$ cat src/rtl/midi_pkg.sv
// Shared MIDI definitions: byte-class constants, parser states and the note event record.
package midi_pkg;

  localparam logic [3:0] STATUS_NOTE_OFF = 4'h8;
  localparam logic [3:0] STATUS_NOTE_ON  = 4'h9;
  localparam logic [7:0] SYSEX_START     = 8'hF0;
  localparam logic [7:0] SYSEX_END       = 8'hF7;
  localparam logic [7:0] RT_BASE         = 8'hF8;

  typedef enum logic [1:0] {
    IDLE,
    WAIT_D1,
    WAIT_D2,
    SKIP
  } parse_state_t;

  typedef struct packed {
    logic       on;
    logic [3:0] chan;
    logic [6:0] note;
    logic [6:0] vel;
  } note_evt_t;

  // Program change (Cn) and channel pressure (Dn) carry a single data byte.
  function automatic logic one_data_byte(input logic [7:0] status);
    return (status[7:4] == 4'hC) || (status[7:4] == 4'hD);
  endfunction

endpackage

$ cat src/rtl/midi_evt_reg.sv
// Single-entry valid/ready holding register for note events; flags a dropped load.
module midi_evt_reg
  import midi_pkg::*;
(
  input  logic      CLK,
  input  logic      RESET,
  input  logic      load,
  input  note_evt_t load_evt,
  input  logic      ready,
  output logic      valid,
  output note_evt_t evt,
  output logic      overrun
);

  logic take;

  // A full register can still take a new event when it drains in the same cycle.
  assign take = load & (~valid | ready);

  always_ff @(posedge CLK or negedge RESET) begin
    if (!RESET) begin
      valid   <= 1'b0;
      evt     <= '0;
      overrun <= 1'b0;
    end else begin
      overrun <= load & valid & ~ready;
      if (take) begin
        valid <= 1'b1;
        evt   <= load_evt;
      end else if (valid & ready) begin
        valid <= 1'b0;
      end
    end
  end

endmodule

$ cat src/rtl/midi_msg_ctrl.sv
// MIDI byte-stream parser: tracks running status, assembles channel-voice messages,
// forwards Note On/Off events through a holding register and drives the held-note LED.
module midi_msg_ctrl
  import midi_pkg::*;
#(
  parameter logic [3:0] CHANNEL = 4'h0,
  parameter logic       OMNI    = 1'b1
) (
  input  logic       CLK,
  input  logic       RESET,
  input  logic       BYTE_VALID,
  input  logic [7:0] BYTE_DATA,
  input  logic       FRAME_ERR,
  output logic       EVT_VALID,
  input  logic       EVT_READY,
  output logic       EVT_ON,
  output logic [3:0] EVT_CHAN,
  output logic [6:0] EVT_NOTE,
  output logic [6:0] EVT_VEL,
  output logic [7:0] LED,
  output logic       OVERRUN,
  output logic       BUSY
);

  parse_state_t state_q, state_d;
  logic [7:0]   status_q, status_d;
  logic [6:0]   d1_q, d1_d;
  logic [7:0]   led_q;
  logic         complete;
  logic         is_note;
  logic         chan_ok;
  logic         emit;
  note_evt_t    evt_new;
  note_evt_t    evt_q;

  always_ff @(posedge CLK or negedge RESET) begin
    if (!RESET) begin
      state_q  <= IDLE;
      status_q <= '0;
      d1_q     <= '0;
    end else begin
      state_q  <= state_d;
      status_q <= status_d;
      d1_q     <= d1_d;
    end
  end

  always_comb begin
    state_d  = state_q;
    status_d = status_q;
    d1_d     = d1_q;
    complete = 1'b0;
    if (BYTE_VALID && FRAME_ERR) begin
      state_d  = IDLE;
      status_d = '0;
    end else if (BYTE_VALID && (BYTE_DATA < RT_BASE)) begin
      if (BYTE_DATA == SYSEX_START) begin
        state_d  = SKIP;
        status_d = '0;
      end else if (BYTE_DATA[7:4] == 4'hF) begin
        state_d  = IDLE;
        status_d = '0;
      end else if (BYTE_DATA[7]) begin
        state_d  = WAIT_D1;
        status_d = BYTE_DATA;
      end else begin
        case (state_q)
          WAIT_D1: begin
            if (one_data_byte(status_q)) begin
              complete = 1'b1;
            end else begin
              d1_d    = BYTE_DATA[6:0];
              state_d = WAIT_D2;
            end
          end
          WAIT_D2: begin
            complete = 1'b1;
            state_d  = WAIT_D1;
          end
          default: begin
          end
        endcase
      end
    end
  end

  // Only note messages ever produce events, and they always complete in WAIT_D2.
  assign is_note      = (status_q[7:4] == STATUS_NOTE_OFF) || (status_q[7:4] == STATUS_NOTE_ON);
  assign chan_ok      = OMNI || (status_q[3:0] == CHANNEL);
  assign emit         = complete & is_note & chan_ok;
  assign evt_new.chan = status_q[3:0];
  assign evt_new.note = d1_q;
  assign evt_new.vel  = BYTE_DATA[6:0];
  assign evt_new.on   = (status_q[7:4] == STATUS_NOTE_ON) && (BYTE_DATA[6:0] != 7'h00);

  // LED tracks every emitted event, including ones the holding register drops.
  always_ff @(posedge CLK or negedge RESET) begin
    if (!RESET) begin
      led_q <= 8'h00;
    end else if (emit) begin
      if (evt_new.on) begin
        led_q <= {1'b1, evt_new.note};
      end else if (led_q == {1'b1, evt_new.note}) begin
        led_q <= 8'h00;
      end
    end
  end

  midi_evt_reg u_evt_reg (
    .CLK      (CLK),
    .RESET    (RESET),
    .load     (emit),
    .load_evt (evt_new),
    .ready    (EVT_READY),
    .valid    (EVT_VALID),
    .evt      (evt_q),
    .overrun  (OVERRUN)
  );

  assign EVT_ON   = evt_q.on;
  assign EVT_CHAN = evt_q.chan;
  assign EVT_NOTE = evt_q.note;
  assign EVT_VEL  = evt_q.vel;
  assign LED      = led_q;
  assign BUSY     = (state_q != IDLE);

endmodule

$ cat config.mk
export PLATFORM = sky130hd
export DESIGN_NAME = midi_msg_ctrl
export DESIGN_NICKNAME = d
export VERILOG_FILES = /design/src/rtl/midi_pkg.sv /design/src/rtl/midi_evt_reg.sv /design/src/rtl/midi_msg_ctrl.sv
export SDC_FILE = /design/constraint.sdc
export NUM_CORES = 1
export LEC_CHECK = 0
export BUFFER_PORTS_ARGS = -buffer_cell sky130_fd_sc_hd__buf_2
export CORE_ASPECT_RATIO = 1.4
export CORE_UTILIZATION = 58
export DETAILED_ROUTE_END_ITERATION = 8
export PLACE_DENSITY = 0.92
export SETUP_SLACK_MARGIN = 0.2
export SYNTH_ARGS = -nofsm -noshare
export SYNTH_HDL_FRONTEND = slang
export SYNTH_SLANG_ARGS = --single-unit
export TNS_END_PERCENT = 20
$ cat constraint.sdc
create_clock -name CLK -period 6.1 [get_ports CLK]
set_input_delay 0.305 -clock CLK [delete_from_list [all_inputs] [get_ports CLK]]
set_output_delay 0.305 -clock CLK [all_outputs]
set_load 0.02 [all_outputs]
# Word level (Yosys, flattened, before mapping)
# Cells that the tools add are included.
[op_classes]
eq_ne = 10
bitwise = 13
reduce_logical = 16
mux = 23
n_lt_le_gt_ge = 1
[ops]
columns = ["operator", "n"]
rows = [
  ["8-bit 2-to-1 mux", 7],
  ["4-bit equality test, second input constant", 5],
  ["2-bit 2-to-1 mux", 6],
  ["8-bit equality test", 1],
  ["8-bit equality test, second input constant", 1],
  ["8-bit less-than comparator, second input constant", 1],
  ["1-bit 2-to-1 mux", 8],
  ["2-bit nonzero test", 4],
  ["1-bit NOT", 7],
  ["7-bit AND reduction", 1],
  ["7-bit nonzero test", 1],
  ["6-bit inequality test, second input constant", 1],
  ["6-bit nonzero test", 1],
  ["1-bit bitwise AND", 5],
  ["2-bit case mux with 2 select lines", 1],
  ["2-bit AND reduction", 2],
  ["4-bit nonzero test", 1],
  ["1-bit logical AND", 3],
  ["3-bit AND reduction", 1],
  ["2-bit by 1-bit equality test with 1-bit output, second input constant", 1],
  ["2-bit equality test, second input constant", 1],
  ["1-bit logical OR", 2],
  ["1-bit case mux with 2 select lines", 1],
  ["1-bit OR", 1],
]
[totals]
inputBits = 13
regBits = 46
output_inout_bits = 30
word_cells = 73

# Depth between registers and ports, before layout
# Gate-level depths: netlist of run 1.
[logic_depth]
depth_word = 12
depth_mapped = 9
depth_no_buf = 6

# Modules after synthesis
# From an unflattened synthesis of run 1, not the netlist that was laid out.
[unflattened]
cells_unflattened = 144
hier_area_um2 = 2026.9
[modules_own_cells]
columns = ["module", "cells_each", "instances", "area_per_inst_um2"]
rows = [
  ["midi_msg_ctrl", 98, 1, 1193.6],
  ["midi_evt_reg", 46, 1, 833.3],
]

# Least setup slack after synthesis of run 1
# Ideal clock, no wire load.
[synth_path]
kind = "flip-flop to flip-flop"
startpoint = "register state_q[1]"
endpoint = "register u_evt_reg.evt[10] in the netlist's numbering"
path_slack_ps = 4122
synth_period_minus_slack_ps = 1978
n_path_buf = 3
stages_incl_launch_ff = 10
required_time_ps = 5973
t_arrival_ps = 1850
cell_sequence = "dfrtp_1 > inv_1 > ha_1 > and2_1 > clkbuf_1 > nand3_2 > nor2b_2 > buf_6 > buf_8 > mux2_1"
[synth_via]
elab_chain_cells = 9
elab_cells_between_ends = 10
classes_between = "2 x eq/ne; 6 x mux; 2 x bitwise"
[synth_rtl]
columns = ["element", "line_no", "source"]
rows = [
  ["start, declared", "midi_msg_ctrl.sv:25", "parse_state_t state_q, state_d;"],
  ["start signal, assigned", "midi_msg_ctrl.sv:42", "state_q <= state_d;"],
  ["2-bit equality test or 2-bit by 1-bit equality test with 1-bit output (tied branches)", "midi_msg_ctrl.sv:67", "case (state_q)"],
  ["1-bit case mux with 2 select lines (*)", "midi_msg_ctrl.sv:67", ""],
  ["1-bit 2-to-1 mux (*)", "midi_msg_ctrl.sv:63", "end else if (BYTE_DATA[7]) begin"],
  ["1-bit 2-to-1 mux (*)", "midi_msg_ctrl.sv:60", "end else if (BYTE_DATA[7:4] == 4'hF) begin"],
  ["1-bit 2-to-1 mux (*)", "midi_msg_ctrl.sv:57", "if (BYTE_DATA == SYSEX_START) begin"],
  ["1-bit 2-to-1 mux (*)", "midi_msg_ctrl.sv:56", "end else if (BYTE_VALID && (BYTE_DATA < RT_BASE)) begin"],
  ["1-bit 2-to-1 mux (*)", "midi_msg_ctrl.sv:53", "if (BYTE_VALID && FRAME_ERR) begin"],
  ["1-bit bitwise AND (*)", "midi_msg_ctrl.sv:90", "assign emit = complete & is_note & chan_ok;"],
  ["1-bit bitwise AND (*)", "midi_evt_reg.sv:18", "assign take = load & (~valid | ready);"],
  ["end signal, assigned", "midi_evt_reg.sv:29", "evt <= load_evt;"],
  ["end, declared", "midi_evt_reg.sv:11", "output note_evt_t evt,"],
]
# Every way passes the cells marked *; elsewhere a longest branch is shown, timed or not.
# A chain may end at the register's enable or synchronous reset.

# Final worst setup path of run 1
[layout_path]
startpoint = "register state_q[1]"
endpoint = "register u_evt_reg.evt[16] in the netlist's numbering"
# Same word-level chain as after synthesis.

==> impl_metrics.yaml, run 1 <==
power_and_ir_drop:
  ir_worst_vdd_v: 0.000337
  p_leak_nw: 1.22
  power_density_nw_per_um2: 313
grt:
  grt_pass1_vias: 1513
  grt_max_degree: 47
  grt_pass1_wl_mm: 6.97
  grt_use_total_pct: 24.7
  grt-ovfl-total: 0
  antenna_found_initial: 0
place:
  dp_hpwl_mm: 3.00
  place.gp.congestion: 0.798
  port_buffers: 42
  dp_slack_ns: 3.40
sta:
  period_share_pct: 44.9
  setup_viol: 0
  setup_slack_ns: 3.36
  finClkSkew_ns: 0.00761
  drv_slew: 0
  finalHoldViolations: 0
  period_needed_ns: 2.74
  max_freq_ghz: 0.365
  rsz0062_at_grt: "false"
  slew_headroom_pct: 31.8
  setup_tns_ns: 0
  worst_slew_pin_slew_ns: 1.02
die:
  ioPinCount: 43
  die_width_um: 53.4
  dieArea_um2: 3950
  fp.dieH_um: 74.0
  placeableCoreArea_um2: 3440
  fp-row-count: 25
  start_util_pct: 62.4
synthesis:
  synth_top_area_cell: "dfrtp_1"
  ys.flop_type: "dfrtp_1"
  synth_edf_count: 0
  synth_area_leaders: "dfrtp_1, mux2_2, mux2_1, nand4_1, a22o_1"
  yosysTopAreaCellShare_pct: 53.6
  synth.distinct_cells: 40
  netlist_instances: 172
  ys_seq_elements: 46
  synth.yosys.seq_area_share_pct: 53.6
  syn_avg_cell_area_um2: 12.5
  ys_warn_count: 0
  synth_nets: 188
  async_flop_share_pct: 100
  netlist_area_um2: 2150
worst_setup_path:
  cp_top_family: "simple AND/OR/NAND/NOR gates"
  cp-start-kind: "register"
  crit_fanout: 19
  cp.arrival_ns: 2.93
  end_kind: "register"
  worstPathCellList: "inv_1 > ha_1 > and2_1 > nand3_2 > nor2b_2 > mux2_2"
  critPathKind: "register to register"
  cpMaxStageDelayCell: "nor2b_2"
  worst-path-buf-inv: 1
  required_ns: 6.29
  cpPeakStageDelay_ns: 0.88
run:
  drv_cap: 0
min_path:
  min_path_type: "input port to async pin"
cts:
  clk_latency_ns: 0.31
  clk_pin_slew_worst_paths_ns: 0.08
  htreeDepth: 2
  post_cts.repair.setup_buffers: 0
  holdBufCountCts: 0
  cts_resized: 0
  cts_tree: "yes"
  clock_path_buffers: 2
  clock-sinks: 46
  cts_buffers: 5
  root_buffer: "clkbuf_8"
final_layout:
  drive_above_1_share_pct: 33.3
  final_core_util_pct: 71.8
  mostFrequentLayoutCells: "dfrtp_1, buf_2, mux2_2"
  final_common_cell: "dfrtp_1"
  fillers: 239
  regArea_um2: 1150
  multi_input_area_um2: 925
  areaGrowthSynthToFinish_pct: 15.0
  num-nets-final: 231
  diodes: 0
outcome:
  status: "finished, final reports clean"
drt:
  routed_wl_mm: 4.23
  first_iter_violations: 52
  first_pass_iters: 4
  vias_per_cell: 6.02
  drc: 0
  vias: 1542
  antenna_left: 0
  wl_per_cell_um: 16.5
final cells by class:
| type | count | area share [%] |
|---|---|---|
| sequential | 46 | 46.6 |
| multi-input combinational | 114 | 37.4 |
| timing repair buffer | 42 | 8.51 |
| clock buffer | 5 | 2.78 |
| tap | 40 | 2.03 |
| clock inverter | 3 | 1.77 |
| inverter | 6 | 0.911 |
registers in the layout, indices dropped and copies added (netlist names):
signal             cells
LED                    8
u_evt_reg.valid        1
u_evt_reg.overrun      1
u_evt_reg.evt         19
status_q               8
state_q                2
d1_q                   7
metal layers:
layer	vias to the layer above	global-route usage, %	share of wire [%]
met5	-	0	0
met4	0	12.3	1.3
met3	6	4.70	4.2
met2	46	40.1	53
met1	768	31.2	42
li1	722	-	-
cells in the mapped netlist (3+ instances only):
| cell type | count |
|---|---|
| a21oi_1 | 3 |
| a22o_1 | 7 |
| a2bb2oi_1 | 6 |
| dfrtp_1 | 46 |
| ha_1 | 3 |
| inv_1 | 6 |
| mux2_1 | 9 |
| mux2_2 | 15 |
| nand2_1 | 11 |
| nand2b_1 | 3 |
| nand3_1 | 3 |
| nand4_1 | 10 |
| nor2_1 | 4 |
| o21ai_0 | 8 |
| xnor2_1 | 7 |
logic make-up (layout without fill, tap and decap cells):
kind of cell	Yosys count	in the layout	share of synthesized area, %
fa+ha+maj	3	3	1.75
flops	46	46	53.6
xor+xnor	7	7	2.85
buf+inv	12	56	3.38
mux	25	25	13.0
compound gates	37	37	13.1
simple gates	42	42	12.3
per-stage QoR:
stage | instance area, um2 | hold slack [ns] | instances | power (mW)
after floorplan | 2150 | 0.00941 | 172 | 0.494
after global placement | 2360 | 0.466 | 248 | 0.543
after detailed placement | 2360 | 0.474 | 248 | 0.552
after CTS | 2470 | 0.185 | 256 | 0.780
after global routing | 2470 | 0.247 | 256 | 0.809
final | 2470 | 0.157 | 256 | 0.774
power breakdown:
part           switching, mW  leakage (nW)  internal (mW)
Clock                  0.104        0.0585          0.123
Sequential            0.0441         0.582          0.348
Combinational         0.0828         0.583         0.0719
worst paths after layout:
path,endpoint,cells past startpoint,start,slack (ns)
max reg2reg,u_evt_reg.evt[16],6,state_q[1],3.36
min,LED[4],1,RESET,0.16
min in group CLK,status_q[0],2,BYTE_DATA[0],0.27
max,u_evt_reg.evt[16],6,state_q[1],3.36
max in group asynchronous,u_evt_reg.evt[0],1,RESET,5.34
min reg2reg,u_evt_reg.evt[3],1,u_evt_reg.evt[3],0.49
No activity file was read; power rests on OpenSTA's default activity.
==> inputs of run 2 (changes only) <==
Settings changed: ABC_AREA from default to 1, CORE_UTILIZATION 58 to 55, PLACE_DENSITY 0.92 to 0.88.
Clock period 6.1 ns to 2.85 ns, I/O delays scaled along.
==> run 2 against run 1 <==
  * Non-clock buffer count rose by 2
  * Maximum frequency grew 22%
  * Via count rose by 22%
==> impl_metrics.yaml, run 2 <==
cts:
  cts_resized: 0
  clk_pin_slew_worst_paths_ns: 0.08
  htreeDepth: 2
  cts_tree: "yes"
  holdBufCountCts: 0
  clock_path_buffers: 2
  root_buffer: "clkbuf_8"
  post_cts.repair.setup_buffers: 0
  clock-sinks: 46
  cts_buffers: 5
  clk_latency_ns: 0.30
die:
  die_width_um: 56.0
  fp-row-count: 27
  dieArea_um2: 4350
  start_util_pct: 57.3
  ioPinCount: 43
  fp.dieH_um: 77.6
  placeableCoreArea_um2: 3920
sta:
  rsz0062_at_grt: "false"
  period_share_pct: 78.9
  max_freq_ghz: 0.445
  drv_slew: 0
  setup_viol: 0
  finClkSkew_ns: 0.00457
  slew_headroom_pct: 34.7
  setup_tns_ns: 0
  finalHoldViolations: 0
  worst_slew_pin_slew_ns: 0.979
  period_needed_ns: 2.25
grt:
  grt_busiest_layer: "met2"
  grt_max_degree: 47
  use_met2_pct: 41.5
  grt-ovfl-total: 0
  use_met3_pct: 4.00
  antenna_found_initial: 0
  grt_use_total_pct: 23.2
  grt.met1_usage_pct: 27.7
  grt_pass1_vias: 1765
  grt_pass1_wl_mm: 7.81
worst_setup_path:
  worst-path-buf-inv: 2
  cp_top_family: "simple AND/OR/NAND/NOR gates"
  cp.arrival_ns: 2.43
  reg2reg_slack_ns: 0.60
  crit_fanout: 29
  cp_common_cell: "nand2_1"
  end_kind: "register"
  rr_endpoint: "u_evt_reg.evt[3]"
  cp-start-kind: "register"
  cp-endpoint: "u_evt_reg.evt[3]"
  worst-path-stages: 10
  reg2regPathDepth: 10
  worstPathCellList: "inv_1 > ha_1 > nand4_1 > nand2_1 > nand3_2 > nor2_2 > buf_4 > nand2_1 > nand2_1 > nand2_1"
  required_ns: 3.03
  critPathKind: "register to register"
  rr_startpoint: "state_q[1]"
  cpPeakStageDelay_ns: 0.46
  cpMaxStageDelayCell: "nand2_1"
  crit_start: "state_q[1]"
synthesis:
  yosysTopAreaCellShare_pct: 51.3
  ys.flop_type: "dfrtp_1"
  synth_top_area_cell: "dfrtp_1"
  yosysMostFrequentCell: "nand2_1"
  netlist_area_um2: 2250
  synth_edf_count: 0
  synth.distinct_cells: 24
  ys_warn_count: 0
  ys_seq_elements: 46
  async_flop_share_pct: 100
  synth_top_cells_by_count: "nand2_1, dfrtp_1, nand3_1"
  synth_nets: 290
  synth.yosys.seq_area_share_pct: 51.3
  synth_area_leaders: "dfrtp_1, nand2_1, nand3_1, inv_1, nand3_2"
  netlist_instances: 274
  syn_avg_cell_area_um2: 8.20
drt:
  vias: 1887
  routed_wl_mm: 4.56
  drc: 0
  vias_per_cell: 5.24
  wl_per_cell_um: 12.7
  antenna_left: 0
  first_pass_iters: 4
  first_iter_violations: 75
final_layout:
  final_common_cell: "nand2_1"
  mostFrequentLayoutCells: "nand2_1, dfrtp_1, buf_2"
  diodes: 0
  fillers: 333
  largest_register_ffs: 19
  num-nets-final: 332
  final_area_um2: 2540
  drive_above_1_share_pct: 21.5
  top_register: "u_evt_reg.evt"
  areaGrowthSynthToFinish_pct: 13.1
power_and_ir_drop:
  power_density_nw_per_um2: 782
  ir_worst_vdd_v: 0.000564
  p_leak_nw: 1.45
place:
  port_buffers: 42
  dp_hpwl_mm: 3.29
  place_area_um2: 2450
  place.gp.congestion: 0.833
min_path:
  min_path_type: "input port to async pin"
outcome:
  status: "finished, final reports clean"
run:
  drv_cap: 0
==> run 2: changes by cell type in the layout (fill, tap and decap cells not counted), sizes merged, moves of 3 or more <==
cell,previous run,this run
nand2,11,104
nand3,4,40
inv,7,33
mux2,24,0
nor2,4,14
nand4,10,2
o21ai,10,18
a22o,7,0
a2bb2oi,7,0
xnor2,7,0
nand2b,3,0
==> run 2: final cells by class <==
type	instances	area, um2	area share [%]
Clock inverter	1	5.00	0.197
Multi-Input combinational cell	185	892	35.1
Timing Repair Buffer	44	225	8.86
Clock buffer	7	86.3	3.40
Inverter	34	128	5.02
Sequential cell	46	1150	45.3
Tap cell	43	53.8	2.12
==> run 2: cell families (layout without fill, tap and decap cells) <==
kind of cell | count (synthesis) | in the layout | share of synthesized area [%]
DFF | 46 | 46 | 51.3
AOI/OAI and AO/OA | 21 | 21 | 4.96
buffers and inverters | 43 | 86 | 9.02
and+or+nand+nor | 161 | 161 | 33.1
adders and majority gates | 3 | 3 | 1.67
==> run 2: worst min-delay path by stage <==
| stage | from | to | slack (ns) | cells past startpoint |
|---|---|---|---|---|
| final | RESET | u_evt_reg.evt[11] | 0.002 | 1 |
| after global routing | RESET | u_evt_reg.evt[11] | 0.09 | 1 |
| after CTS | RESET | u_evt_reg.evt[11] | 0.04 | 1 |
| after detailed placement | RESET | u_evt_reg.evt[12] | 0.36 | 1 |
| after global placement | RESET | u_evt_reg.evt[3] | 0.35 | 1 |
| after floorplan | RESET | LED[0] | -0.15 | 0 |
==> run 2: layer usage <==
layer | up-vias | part of all wire, %
li1 | 941 | -
met1 | 877 | 42
met2 | 61 | 51
met3 | 8 | 4.6
met4 | 0 | 2.0
met5 | - | 0
==> run 2: stage by stage <==
stage	worst slack, ns	utilization (%)	std cells	power (mW)	hold slack (ns)
global route	0.373	64.8	360	2.12	0.0884
global placement	0.776	62.5	352	1.56	0.350
floorplan	1.42	-	274	1.38	-0.153
CTS	0.616	64.8	360	2.00	0.0399
finish	0.603	64.8	360	1.99	0.00151
detailed placement	0.638	62.5	352	1.59	0.363
==> run 2: report_power, final <==
| part | internal, mW | switching [mW] | leakage [nW] |
|---|---|---|---|
| clock | 0.196 | 0.208 | 0.0482 |
| sequential | 0.823 | 0.114 | 0.605 |
| combinational | 0.218 | 0.427 | 0.793 |
| total | 1.24 | 0.749 | 1.45 |
